File: src/rtl/signed_divider_module.sv
// rtl/signed_divider_module.sv - sequential signed 16/8 restoring divider with start/done handshake
module signed_divider_module (
    input  logic        clk,
    input  logic        rst,
    input  logic        start_sig,
    input  logic [15:0] dividend,
    input  logic [7:0]  divisor,
    output logic        done_sig,
    output logic [7:0]  quotient,
    output logic [7:0]  remainder,
    output logic        div_zero,
    output logic        overflow
);

    localparam logic [1:0] S_IDLE = 2'd0;
    localparam logic [1:0] S_ITER = 2'd1;
    localparam logic [1:0] S_FIX  = 2'd2;
    localparam logic [1:0] S_WAIT = 2'd3;

    logic [1:0]  r_state;
    logic        r_neg_q;
    logic        r_neg_r;
    logic        r_dz;
    logic [15:0] r_dvd;
    logic [7:0]  r_dvs;
    logic [7:0]  r_prem;
    logic [3:0]  r_cnt;

    logic [15:0] w_dvd_mag;
    logic [7:0]  w_dvs_mag;
    logic [8:0]  w_shift;
    logic        w_ge;
    logic [7:0]  w_prem_next;
    logic        w_ov;
    logic [7:0]  w_q_signed;
    logic [7:0]  w_r_signed;

    assign w_dvd_mag = dividend[15] ? (~dividend + 16'd1) : dividend;
    assign w_dvs_mag = divisor[7] ? (~divisor + 8'd1) : divisor;

    // The partial remainder stays below |divisor| <= 128, so the post-subtract value fits in 8 bits.
    assign w_shift     = {r_prem, r_dvd[15]};
    assign w_ge        = (w_shift >= {1'b0, r_dvs});
    assign w_prem_next = w_ge ? (w_shift[7:0] - r_dvs) : w_shift[7:0];

    // A negative quotient may reach magnitude 128 (-128) without overflowing.
    assign w_ov       = r_neg_q ? (r_dvd > 16'd128) : (r_dvd > 16'd127);
    assign w_q_signed = r_neg_q ? (~r_dvd[7:0] + 8'd1) : r_dvd[7:0];
    assign w_r_signed = r_neg_r ? (~r_prem + 8'd1) : r_prem;

    always_ff @(posedge clk) begin
        if (rst) begin
            r_state   <= S_IDLE;
            r_neg_q   <= 1'b0;
            r_neg_r   <= 1'b0;
            r_dz      <= 1'b0;
            r_dvd     <= 16'd0;
            r_dvs     <= 8'd0;
            r_prem    <= 8'd0;
            r_cnt     <= 4'd0;
            done_sig  <= 1'b0;
            quotient  <= 8'd0;
            remainder <= 8'd0;
            div_zero  <= 1'b0;
            overflow  <= 1'b0;
        end else begin
            case (r_state)
                S_IDLE: begin
                    if (start_sig) begin
                        r_neg_q <= dividend[15] ^ divisor[7];
                        r_neg_r <= dividend[15];
                        r_dvs   <= w_dvs_mag;
                        r_prem  <= 8'd0;
                        r_cnt   <= 4'd0;
                        // On divide-by-zero the raw dividend is kept so its low byte becomes the remainder.
                        if (divisor == 8'd0) begin
                            r_dz    <= 1'b1;
                            r_dvd   <= dividend;
                            r_state <= S_FIX;
                        end else begin
                            r_dz    <= 1'b0;
                            r_dvd   <= w_dvd_mag;
                            r_state <= S_ITER;
                        end
                    end
                end
                S_ITER: begin
                    r_prem <= w_prem_next;
                    r_dvd  <= {r_dvd[14:0], w_ge};
                    r_cnt  <= r_cnt + 4'd1;
                    if (r_cnt == 4'd15) begin
                        r_state <= S_FIX;
                    end
                end
                S_FIX: begin
                    if (r_dz) begin
                        quotient  <= 8'h00;
                        remainder <= r_dvd[7:0];
                        div_zero  <= 1'b1;
                        overflow  <= 1'b0;
                    end else begin
                        quotient  <= w_ov ? (r_neg_q ? 8'h80 : 8'h7F) : w_q_signed;
                        remainder <= w_r_signed;
                        div_zero  <= 1'b0;
                        overflow  <= w_ov;
                    end
                    done_sig <= 1'b1;
                    r_state  <= S_WAIT;
                end
                default: begin
                    done_sig <= 1'b0;
                    if (!start_sig) begin
                        r_state <= S_IDLE;
                    end
                end
            endcase
        end
    end

endmodule

File: config.mk
export PLATFORM = sky130hd
export DESIGN_NAME = signed_divider_module
export DESIGN_NICKNAME = d
export VERILOG_FILES = /design/src/rtl/signed_divider_module.sv
export SDC_FILE = /design/constraint.sdc
export NUM_CORES = 1
export LEC_CHECK = 0
export BUFFER_PORTS_ARGS = -buffer_cell sky130_fd_sc_hd__buf_2
export CORE_UTILIZATION = 40
export CTS_CLUSTER_DIAMETER = 80
export DETAILED_ROUTE_END_ITERATION = 8
export PLACE_DENSITY = 0.58
export SLEW_MARGIN = 25
export SYNTH_ARGS = -nofsm -noshare
export SYNTH_HDL_FRONTEND = slang
export SYNTH_SLANG_ARGS = --single-unit
export TNS_END_PERCENT = 50
File: constraint.sdc
create_clock -name clk -period 2.5 [get_ports clk]
set_input_delay 0.5 -clock clk [delete_from_list [all_inputs] [get_ports clk]]
set_output_delay 0.5 -clock clk [all_outputs]
set_load 0.02 [all_outputs]
==> results.tsv <==
stage	metric	value	unit
outcome	outcome	finished, violations left	
outcome	violations	design-rule violations	
routing	via_per_inst	5.40	
timing	relSlewSlack	0.600	
power_and_ir_drop	power	4110	µW
synthesis	ys_types	51	
routing	drt_first_iter_violations	206	
synthesis	synth_area	3670	µm²
setup_path	end_kind	register	
power_and_ir_drop	p_leak	0.00177	µW
global_route	grt-ovfl-total	0	
timing	final.period_utilization	0.864	
timing	fmax	463	MHz
timing	period_minus_slack	2.16	ns
global_route	grt_max_degree	30	
setup_path	crit_start	r_prem[0]	
layout	diodes	0	
layout	n_fill_cell	883	
routing	routedWlPerCell	13.8	µm
clock_tree	root_buffer	clkbuf_8	
setup_path	endpoint	r_prem[7]	
routing	routed_wl	8410	µm
synthesis	synth.top_cell.area_share	0.328	
global_route	antenna_found_initial	0	
synthesis	synth_area_per_cell	8.11	µm²
setup_path	r2r_end	r_prem[7]	
synthesis	ys.warnings.count	0	
routing	wl_met3	432	µm
floorplanning	initial_utilization	0.416	
power_and_ir_drop	peakVddDrop	0.000296	V
clock_tree	cts-resized-gates	0	
routing	drc_errors	10	
routing	met1_length	4230	µm
timing	clock-skew-final	0.0101	ns
timing	fin_tns_setup	0	ns
job	cap_violations	0	
setup_path	r2r_start	r_prem[0]	
layout	postLayoutCellArea	4260	µm²
hold_path	hold_path_depth	2	
routing	routed.top_layer	met4	
setup_path	r2r_cells	7	
floorplanning	die_y	97.7	µm
synthesis	ys_ff_latch	60	
clock_tree	ctsHoldBuffers	0	
floorplanning	io_pins	46	
clock_tree	postCtsSetupBuffers	0	
timing	finalHoldViolations	0	
timing	worst_pin_slew	0.596	ns
routing	wl_met2	3590	µm
layout	fin_nets	539	
clock_tree	h-tree-depth	3	
timing	drv_slew	0	
layout	drive_gt1_frac	0.164	
layout	area_growth	16.2	%
clock_tree	cts_tree	done	
hold_path	hp-class	register to register	
timing	finalSetupViolCount	0	
floorplanning	fp.dieW	97.7	µm
synthesis	synthTopCellsByCount	60 x dfxtp_1, 47 x nand2_1, 43 x nor2_1	
setup_path	path_max_fanout	9	
floorplanning	core-area	8810	µm²
synthesis	synth_edf_count	0	
global_route	track_usage	0.182	
setup_path	r2r_slack	0.34	ns
synthesis	yosys.area.top_type	dfxtp_1	
global_route	grt_first_pass_wirelength	14000	µm
setup_path	worstSetupPathType	register to register	
placement	dpl.hpwl	6340	µm
global_route	grt_pass1_vias	2882	
clock_tree	cts_made_buffers	9	
synthesis	yosysSeqAreaShare	0.328	
synthesis	synth_area_leaders	dfxtp_1 33%, ha_1 5.8%, xor2_1 5.3%	
clock_tree	cts.clk_slew.worst_paths	0.07	ns
floorplanning	rows	34	
routing	firstDrtPassIters	7	
setup_path	worst_ep_required_time	2.71	ns
hold_path	min_from	quotient[7]	
setup_path	worstPathArrival	2.37	ns
clock_tree	ctsLongestPathBuffers	2	
synthesis	synth.most_common_cell	dfxtp_1	
placement	portBuffers	45	
routing	num_vias	3277	
floorplanning	die_area	9550	µm²
power_and_ir_drop	cellPowerDensity	965	nW/µm²
placement	placed_area	4010	µm²
routing	final_antenna_net_count	0	
timing	hold_ws	0.446	ns
clock_tree	insertion_delay	0.34	ns
clock_tree	cts.sinks	60	
timing	rsz0062_at_grt	no	
placement	gp_congestion	0.754	
synthesis	synth_nets	497	
synthesis	ys.flop_type	dfxtp_1	
synthesis	async_flop_share	0	
setup_path	worstSetupStartpointType	register	
synthesis	netlist_instances	452	
-- per-stage QoR --
stage / utilization / setup WS (ns) / instances
3_3_place_gp: 0.455 / 0.384 / 591
2_1_floorplan: - / 0.512 / 452
4_1_cts: 0.484 / 0.340 / 607
5_1_grt: 0.484 / 0.189 / 607
6_report: 0.484 / 0.340 / 607
3_5_place_dp: 0.455 / 0.335 / 591
-- how the worst min path moves through the flow --
stage,to
floorplan,r_dvs[7]
global placement,quotient[7]
detailed placement,quotient[7]
CTS,r_dvs[0]
global route,quotient[7]
finish,quotient[7]
-- critical path, stage by stage, from the launching register on --
cell and delay [ns]:
dfxtp_1 0.53, ha_1 0.31, nor2b_1 0.13, o21a_1 0.18
a311o_1 0.38, o31ai_1 0.26, xor2_1 0.18, o31ai_1 0.07
-- placed cells by master (no fill, tap or decap), drive strengths merged, types with 3 or more instances in the layout --
cell | Yosys | routed
dfxtp | 60 | 60
buf | 10 | 57
nand2 | 47 | 47
nor2 | 43 | 43
inv | 28 | 28
o21ai | 24 | 24
xor2 | 22 | 22
a21oi | 21 | 21
mux2i | 19 | 19
a22oi | 18 | 18
ha | 17 | 17
o22ai | 16 | 16
clkbuf | 16 | 12
o31ai | 11 | 11
xnor2 | 10 | 10
a211oi | 10 | 10
nand3 | 7 | 7
nor2b | 7 | 7
nor3 | 7 | 7
nand2b | 6 | 6
o211ai | 5 | 5
nor4 | 4 | 4
a22o | 4 | 4
or3 | 4 | 4
or4 | 3 | 3
and2 | 3 | 3
nand4 | 3 | 3
a31oi | 3 | 3
bufinv | 0 | 3
-- layer usage --
layer | up-vias | global-route usage
met5 | - | 0
met4 | 0 | 0.0769
met3 | 12 | 0.0265
met2 | 96 | 0.270
met1 | 1476 | 0.263
li1 | 1693 | -
-- flip-flops by register name, indices dropped and copies added, names as in the netlist, 2 cells and up --
signal	count
remainder	8
r_prem	8
r_dvs	8
r_dvd	16
quotient	8
r_state	2
r_cnt	4
-- layout make-up --
cell class                      instances  area (µm²)  area share
Multi-Input combinational cell        338        2250       0.529
Sequential cell                        60        1200       0.282
Timing Repair Buffer                   57         315      0.0740
Clock buffer                           12         155      0.0364
Tap cell                              108         135      0.0317
Inverter                               28         105      0.0247
Clock inverter                          4        95.1      0.0223
-- where the power goes --
part           internal, µW  switching, µW  leakage [µW]
Clock                   716            387      0.000127
Sequential             1120            191      0.000488
Combinational           717            978       0.00116
Total                  2560           1560       0.00177
-- kinds of logic (layout without fill, tap and decap cells) --
group	after synthesis	after routing	share of synthesized area
AO/OA/AOI/OAI	127	127	0.233
XOR/XNOR	32	32	0.0764
adder cells (fa/ha/maj)	18	18	0.0635
buffers and inverters	54	101	0.0577
flip-flops	60	60	0.328
multiplexers	19	19	0.0519
AND/OR/NAND/NOR	142	142	0.190
No activity file was read; power rests on OpenSTA's default activity.
